===== src/rtl/route_scheduler_if.sv =====
// Load and navigation-FSM command bundle between the user layer, the
// route scheduler and the semi-auto navigation FSM.
interface route_scheduler_if;
    logic       load_valid;
    logic [1:0] load_cmd;
    logic       load_ready;
    logic [1:0] nav_state;
    logic       straight;
    logic       left;
    logic       right;
    logic       back;

    modport master (
        output load_valid, load_cmd, nav_state,
        input  load_ready, straight, left, right, back
    );

    modport slave (
        input  load_valid, load_cmd, nav_state,
        output load_ready, straight, left, right, back
    );
endinterface


===== src/rtl/route_scheduler.sv =====
// Route scheduler: FIFO of preloaded turn commands, one presented to the
// semi-auto FSM per crossroad and held until forward motion resumes.
module route_scheduler #(
    parameter int unsigned DEPTH = 8,
    parameter int unsigned PTR_W = 3
) (
    input  logic             sys_clk,
    input  logic             rst,
    input  logic             power,
    input  logic [1:0]       global_state,
    input  logic             clear,
    route_scheduler_if.slave bus,
    output logic [PTR_W:0]   count,
    output logic             busy,
    output logic             done,
    output logic             overflow
);

    localparam int unsigned CNT_W = PTR_W + 1;

    localparam logic [2:0] S_IDLE    = 3'd0;
    localparam logic [2:0] S_ARMED   = 3'd1;
    localparam logic [2:0] S_ISSUE   = 3'd2;
    localparam logic [2:0] S_ADVANCE = 3'd3;
    localparam logic [2:0] S_DONE    = 3'd4;

    logic [2:0]       state, state_nxt;
    logic [1:0]       mem [DEPTH];
    logic [PTR_W-1:0] wr_ptr, rd_ptr;
    logic [CNT_W-1:0] count_nxt;
    logic [3:0]       cmd_q, cmd_nxt;   // {back, right, left, straight}
    logic             load_ready_q;
    logic             popped;
    logic             active, push, pop;

    assign active = power && (global_state == 2'b01 || global_state == 2'b10);
    assign push   = bus.load_valid && load_ready_q;
    // The head leaves the FIFO on the edge that enters ADVANCE, so count
    // is already decremented while ADVANCE is current.
    assign pop    = (state == S_ISSUE) && active && (bus.nav_state == 2'b00);

    always_comb begin
        count_nxt = count;
        if (push && !pop)
            count_nxt = count + CNT_W'(1);
        else if (pop && !push)
            count_nxt = count - CNT_W'(1);
    end

    // Next state and next command vector
    always_comb begin
        state_nxt = state;
        cmd_nxt   = cmd_q;
        if (!active) begin
            state_nxt = S_IDLE;
            cmd_nxt   = 4'b0000;
        end else begin
            case (state)
                S_IDLE: begin
                    cmd_nxt = 4'b0000;
                    if (count != CNT_W'(0))
                        state_nxt = S_ARMED;
                end
                S_ARMED: begin
                    cmd_nxt = 4'b0000;
                    if (count == CNT_W'(0) && popped) begin
                        state_nxt = S_DONE;
                    end else if (bus.nav_state == 2'b01 && count != CNT_W'(0)) begin
                        state_nxt = S_ISSUE;
                        cmd_nxt   = 4'b0001 << mem[rd_ptr];
                    end
                end
                S_ISSUE: begin
                    if (bus.nav_state == 2'b00) begin
                        state_nxt = S_ADVANCE;
                        cmd_nxt   = 4'b0000;
                    end
                end
                S_ADVANCE: begin
                    cmd_nxt   = 4'b0000;
                    state_nxt = (count_nxt == CNT_W'(0)) ? S_DONE : S_ARMED;
                end
                S_DONE: begin
                    cmd_nxt = 4'b0000;
                    if (push)
                        state_nxt = S_ARMED;
                end
                default: begin
                    state_nxt = S_IDLE;
                    cmd_nxt   = 4'b0000;
                end
            endcase
        end
    end

    // State, pointers and registered outputs
    always_ff @(posedge sys_clk) begin
        if (!rst) begin
            state        <= S_IDLE;
            cmd_q        <= 4'b0000;
            wr_ptr       <= '0;
            rd_ptr       <= '0;
            count        <= '0;
            load_ready_q <= 1'b1;
            popped       <= 1'b0;
            busy         <= 1'b0;
            done         <= 1'b0;
            overflow     <= 1'b0;
        end else if (clear) begin
            state        <= S_IDLE;
            cmd_q        <= 4'b0000;
            wr_ptr       <= '0;
            rd_ptr       <= '0;
            count        <= '0;
            load_ready_q <= 1'b1;
            popped       <= 1'b0;
            busy         <= 1'b0;
            done         <= 1'b0;
        end else begin
            state        <= state_nxt;
            cmd_q        <= cmd_nxt;
            count        <= count_nxt;
            load_ready_q <= (count_nxt != CNT_W'(DEPTH));
            busy         <= (state_nxt == S_ISSUE);
            done         <= (state_nxt == S_DONE);
            if (push)
                wr_ptr <= wr_ptr + PTR_W'(1);
            if (pop) begin
                rd_ptr <= rd_ptr + PTR_W'(1);
                popped <= 1'b1;
            end
            if (bus.load_valid && !load_ready_q)
                overflow <= 1'b1;
        end
    end

    always_ff @(posedge sys_clk) begin
        if (rst && !clear && push)
            mem[wr_ptr] <= bus.load_cmd;
    end

    assign bus.load_ready = load_ready_q;
    assign bus.straight   = cmd_q[0];
    assign bus.left       = cmd_q[1];
    assign bus.right      = cmd_q[2];
    assign bus.back       = cmd_q[3];

endmodule

===== src/flat_wrapper.sv =====
// flat-port wrapper written by rule: the top's interface ports become plain ports
module route_scheduler_flat 
#(
    parameter int unsigned DEPTH = 8,
    parameter int unsigned PTR_W = 3
)
  (sys_clk, rst, power, global_state, clear, count, busy, done, overflow, bus_load_valid, bus_load_cmd, bus_nav_state, bus_load_ready, bus_straight, bus_left, bus_right, bus_back);
  route_scheduler_if bus_i ();
  input  logic sys_clk;
  input  logic rst;
  input  logic power;
  input  logic [1:0] global_state;
  input  logic clear;
  output logic [PTR_W:0] count;
  output logic busy;
  output logic done;
  output logic overflow;
  input wire logic [$bits(bus_i.load_valid)-1:0] bus_load_valid;
  input wire logic [$bits(bus_i.load_cmd)-1:0] bus_load_cmd;
  input wire logic [$bits(bus_i.nav_state)-1:0] bus_nav_state;
  output wire logic [$bits(bus_i.load_ready)-1:0] bus_load_ready;
  output wire logic [$bits(bus_i.straight)-1:0] bus_straight;
  output wire logic [$bits(bus_i.left)-1:0] bus_left;
  output wire logic [$bits(bus_i.right)-1:0] bus_right;
  output wire logic [$bits(bus_i.back)-1:0] bus_back;
  assign bus_i.load_valid = bus_load_valid;
  assign bus_i.load_cmd = bus_load_cmd;
  assign bus_i.nav_state = bus_nav_state;
  assign bus_load_ready = bus_i.load_ready;
  assign bus_straight = bus_i.straight;
  assign bus_left = bus_i.left;
  assign bus_right = bus_i.right;
  assign bus_back = bus_i.back;
  route_scheduler #(.DEPTH(DEPTH), .PTR_W(PTR_W)) u_core (.sys_clk(sys_clk), .rst(rst), .power(power), .global_state(global_state), .clear(clear), .bus(bus_i), .count(count), .busy(busy), .done(done), .overflow(overflow));
endmodule

===== config.mk =====
export PLATFORM = sky130hd
export DESIGN_NAME = route_scheduler_flat
export DESIGN_NICKNAME = d
export VERILOG_FILES = /design/src/rtl/route_scheduler_if.sv /design/src/rtl/route_scheduler.sv /design/src/flat_wrapper.sv
export SDC_FILE = /design/constraint.sdc
export NUM_CORES = 1
export LEC_CHECK = 0
export BUFFER_PORTS_ARGS = -buffer_cell sky130_fd_sc_hd__buf_2
export CORE_UTILIZATION = 25
export CTS_BUF_LIST = sky130_fd_sc_hd__clkbuf_16
export CTS_CLUSTER_SIZE = 14
export DETAILED_ROUTE_END_ITERATION = 7
export PLACE_DENSITY = 0.39
export SETUP_SLACK_MARGIN = 0.15
export SLEW_MARGIN = 20
export SYNTH_ARGS = -nofsm -noshare
export SYNTH_HDL_FRONTEND = slang
export SYNTH_SLANG_ARGS = --single-unit

===== constraint.sdc =====
create_clock -name sys_clk -period 2.3 [get_ports sys_clk]
set_input_delay 0.115 -clock sys_clk [delete_from_list [all_inputs] [get_ports sys_clk]]
set_output_delay 0.115 -clock sys_clk [all_outputs]
set_load 0.02 [all_outputs]

### After elaboration in Yosys (flattened, before gate mapping)

Memories as Yosys holds them, arrays and structs flattened. A register that Yosys moved wholly into a read port is not among the register bits.
Cells that the tools add are included.

* bits in registers: 22
* bits in writable memories: 16
* bits of input ports: 11
* output and inout port bits: 12
* logic and storage cells: 72
* memories kept: 1

* add/subtract/negate cells: 4
* equality and inequality tests: 11
* shift-type cells: 1
* muxes and demuxes: 18
* bitwise operators: 3
* reduce and logical (&&, ||, !) cells: 24

Memory list
* u_core.mem: words 8, bits a word 2, read ports 1, clocked after memory_dff 1, write ports 1, RTL line route_scheduler.sv:28 `logic [1:0] mem [DEPTH];`

Operator list (number)
* 3-bit two-way mux: 9
* 4-bit two-way mux: 5
* 3-bit case mux with 5 select lines: 1
* 1-bit logical AND: 11
* 3-bit by 2-bit equality test with 1-bit output (second input constant): 3
* 4-bit logical NOT: 2
* 4-bit case mux with 2 select lines: 1
* 3-bit by 1-bit adder with 3-bit output (second input constant): 2
* 3-bit equality test (second input constant): 2
* 4-bit by 1-bit adder with 4-bit output (second input constant): 1
* 2-bit by 1-bit equality test with 1-bit output (second input constant): 2
* 1-bit logical NOT: 4
* 4-bit inequality test (second input constant): 1
* 4-bit nonzero test: 1
* 1-bit by 2-bit << shifter with 4-bit output (first input constant): 1
* 4-bit by 1-bit subtractor with 4-bit output (second input constant): 1
* 3-bit by 1-bit equality test with 1-bit output (second input constant): 1
* 3-bit logical NOT: 1
* 1-bit inverter: 3
* 3-bit OR reduction: 1
* 2-bit equality test (second input constant): 1
* 2-bit logical NOT: 1
* 1-bit two-way mux: 2
* 2-bit inequality test (second input constant): 1
* 3 further kinds: 3

### Logic depth before layout (Yosys ltp)

* depth in word-level cells: 13
* mapped depth: 8

### Worst setup path after synthesis

Ideal clock, no wire load.

* path type: register -> register
* start point: register u_core.count[0]
* end point: register u_core.state[0]
* arrival: 1.832 ns
* slack: 0.354 ns
* cell stages (with the launch flop): 8
* path buffers: 0
* period minus slack after synthesis: 1.946 ns
* cells stage by stage: dfxtp_1 -> inv_1 -> ha_1 -> nor3b_1 -> nor3b_1 -> a21oi_1 -> a211o_1 -> o21a_1

* word-level cells in the longest chain between the ends: 7
* elaborated cells on any way between the ends: 15
* those cells by class: add/sub: 2; mux: 8; reduce/logical: 5

Ends and longest elaborated chain
* start, declared: RTL line route_scheduler.sv:13 `output logic [PTR_W:0] count,`
* start signal, assigned: RTL line route_scheduler.sv:122 `count <= count_nxt;`
* 4-bit by 1-bit subtractor with 4-bit output: RTL line route_scheduler.sv:47 `count_nxt = count - CNT_W'(1);`
* 4-bit two-way mux: RTL line route_scheduler.sv:46 `else if (pop && !push)`
* 4-bit two-way mux: RTL line route_scheduler.sv:44 `if (push && !pop)`
* 4-bit logical NOT: RTL line route_scheduler.sv:81 `state_nxt = (count_nxt == CNT_W'(0)) ? S_DONE : S_ARMED;`
* 3-bit two-way mux: RTL line route_scheduler.sv:81
* 3-bit case mux with 5 select lines (*): RTL line route_scheduler.sv:58 `case (state)`
* 3-bit two-way mux (*): RTL line route_scheduler.sv:54 `if (!active) begin`
* end signal, assigned: RTL line route_scheduler.sv:120 `state <= state_nxt;`
* end, declared: RTL line route_scheduler.sv:27 `logic [2:0] state, state_nxt;`

Every way passes the cells marked *; elsewhere a longest branch is shown, timed or not.
A chain may end at the register's enable or synchronous reset.

### Worst setup path after layout

Ends and elaborated chain as after synthesis.

==> flow_metrics.tcl <==
set metrics [dict create \
    p_switching_uw 340.6 \
    vdd_ir_drop_max_uv 356.0 \
    skew_ns 0.006469 \
    grt_pass1_wl_um 6196 \
    cap_violations 0 \
    slowest_stage "dfxtp_1" \
    groute.usage.overall_pct 10.85 \
    num_io_pins 23 \
    initial_core_util_pct 26.47 \
    hold_depth 2 \
    ys_types 40 \
    synth-xor-area-share_pct 4.561 \
    netSwitchingFraction_pct 19.42 \
    power_frac_clock_pct 52.2 \
    comb_power_share_pct 4.3 \
    fill_cells 692 \
    vias 1288 \
    tightest_slew_ns 0.4229 \
    critical-path-top-cell-by-count "nor3b_1" \
    antenna_left 0 \
    hold_viol 0 \
    drive_above_1_share_pct 23.83 \
    cp.arrival_ns 2.04 \
    synth_simple_gate_area_share_pct 20.56 \
    final_nets 208 \
    p_seq_share_pct 43.5 \
    port_buffers 22 \
    clk_pin_slew_worst_paths_ns 0.06 \
    yosysWarnings 0 \
    ys.flop_type "dfxtp_1" \
    setup_viol 0 \
    critPathKind "flip-flop to flip-flop" \
    wirelength_um 3810 \
    dpl.hpwl_um 2904 \
    grt_pass1_vias 1222 \
    postCtsSetupRepairBufs 0 \
    status "finished, final reports clean" \
    die_x_um 87.75 \
    vias_per_cell 4.457 \
    holdWs_ns 0.07222 \
    wl_per_cell_um 13.18 \
    final.min_clock_period_ns 1.860 \
    relSlewSlack_pct 71.72 \
    synth_compound_area_share_pct 9.190 \
    drtPass1Iterations 6 \
    critPathMaxStageDelay_ns 0.42 \
    cts-buffers-inserted 5 \
    die_height_um 87.75 \
    multiInputGateArea_um2 834.6 \
    crit_path_max_fanout 7 \
    rsz0062_at_grt "no" \
    tritoncts "yes" \
    post-route-util_pct 32.68 \
    die_area_um2 7699 \
    yosysTopAreaCellShare_pct 27.23 \
    core_um2 6944 \
    cts_sinks 41 \
    worst_hold_path_type "input port to flip-flop" \
    fin_crit_sh_pct 80.85 \
    yosysMostFrequentCell "nor2_1" \
    crit_chain "inv_1 > ha_1 > nor3b_1 > nor3b_1 > a21oi_1 > a211o_1 > o21a_1" \
    drc_errors 0 \
    yosysSeqAreaShare_pct 53.37 \
    clk_latency_ns 0.28 \
    grt_overflow 0 \
    grt_antenna_before_repair 0 \
    synth_top_family_by_area "simple AND/OR/NAND/NOR gates" \
    synthTopCellsByArea "dfxtp_1 27%, edfxtp_1 26%, nor2_1 5.7%" \
    drt-initial-drc-count 20 \
    clockRootBuffer "clkbuf_16" \
    rows 30 \
    synth_fa_ha_area_share_pct 3.404 \
    drv_slew 0 \
    ctsResizeCount 0 \
    synth_edf_count 16 \
    area.growth.synth_to_final_pct 23.49 \
    yosysTopAreaCell "dfxtp_1" \
    critPathCaptureType "flip-flop" \
    crit_path_start_kind "flip-flop" \
    muxShareOfSynthArea_pct 7.692 \
    htree_levels 2 \
    syn_area_per_cell_um2 11.28 \
    netlist_area_um2 1838 \
    worstPathRequired_ns 2.48 \
    clock.fmax_ghz 0.5378 \
    synthArstFlopShare_pct 0 \
    setup_tns_ns 0 \
    ys_ff_latch 41 \
    grt_max_degree 16 \
    synthCells 163 \
    synth_commonest_cells "28 x nor2_1, 25 x dfxtp_1, 16 x edfxtp_1" \
    leakagePower_uw 0.0008430 \
    synth_fp_nets 179 \
    holdBufCountCts 0 \
    seqCellArea_um2 980.9 \
    internal_power_uw 1413 \
    diodes 0 \
    clock_path_buffers 2 \
    worst_r2r_path_depth 7 \
    power_density_nw_per_um2 772.5 \
    routabilityCongestion 0.7584 \
]
## through the flow
stage	area (µm²)	instances	total power (µW)	setup slack (ns)
global placement	2076	281	852.2	0.4483
global route	2270	289	1809	0.2854
finish	2270	289	1753	0.4404
detailed placement	2076	281	853.6	0.4647
CTS	2270	289	1778	0.4399
floorplan	1838	163	821.7	0.3536
## logic make-up (layout without fill, tap and decap cells)
logic type / after synthesis / after routing
AND/OR/NAND/NOR: 73 / 73
multiplexers: 9 / 9
XOR/XNOR: 7 / 7
AO/OA/AOI/OAI: 22 / 22
buffers and inverters: 6 / 36
adder cells (fa/ha/maj): 5 / 5
flip-flops: 41 / 41
## registers in the layout, summed over array words and instances (netlist names), 3 cells and up, named ones only
name           flops
u_core.count       4
u_core.cmd_q       4
u_core.state       3
u_core.mem        16
u_core.rd_ptr      3
u_core.wr_ptr      3
## cells in the final DEF, fill, tap and decap left out, types with 3 or more instances in the layout
| master | instances |
|---|---|
| nor2b_1 | 3 |
| nand3_1 | 4 |
| edfxtp_1 | 16 |
| nor2_1 | 28 |
| and3_1 | 3 |
| dfxtp_1 | 25 |
| nand2b_1 | 3 |
| mux2i_1 | 4 |
| ha_1 | 5 |
| a22oi_1 | 4 |
| inv_1 | 4 |
| buf_2 | 22 |
| nand2_1 | 11 |
| nor3b_1 | 4 |
| nor3_1 | 4 |
| and2b_1 | 3 |
| mux4_2 | 4 |
| clkbuf_16 | 5 |
| a21oi_1 | 5 |
## cell type report
| type | count | share of cell area, % |
|---|---|---|
| well taps | 96 | 5.292 |
| multi-input cells | 116 | 36.77 |
| flip-flops and latches | 41 | 43.22 |
| clock buffers | 5 | 5.513 |
| inverters | 4 | 0.6615 |
| clock inverters | 3 | 3.032 |
| repair buffers | 24 | 5.513 |
## path summary, 6_finish.rpt
| kind | slack, ns | to | startpoint |
|---|---|---|---|
| setup / recovery | 0.44 | u_core.state[0] | u_core.count[0] |
| hold / removal | 0.07 | u_core.overflow | rst |
| setup reg to reg | 0.44 | u_core.state[0] | u_core.count[0] |
| hold reg to reg | 0.47 | u_core.overflow | u_core.overflow |
## routing by layer
layer | track usage, % | share of wire, %
met2 | 16.35 | 45
met4 | 4.471 | 1.8
met3 | 3.393 | 3.4
met5 | 0 | 0
met1 | 14.39 | 50
## power groups by stage
stage               clock network (µW)  registers [µW]  logic (µW)
finish                             916             763        74.7
global route                       963             763        83.2
CTS                                940             763        75.3
detailed placement                   0             779        74.7
global placement                     0             779        73.7
floorplan                            0             780        41.8
## worst max-delay path: cells and delay by family (launching register included)
family / cells / cell delay, ns
fa+ha+maj: 1 / 0.21
buf+inv: 1 / 0.12
compound gates: 3 / 0.58
flops: 1 / 0.42
simple gates: 2 / 0.43
No activity file was read; power rests on OpenSTA's default activity.
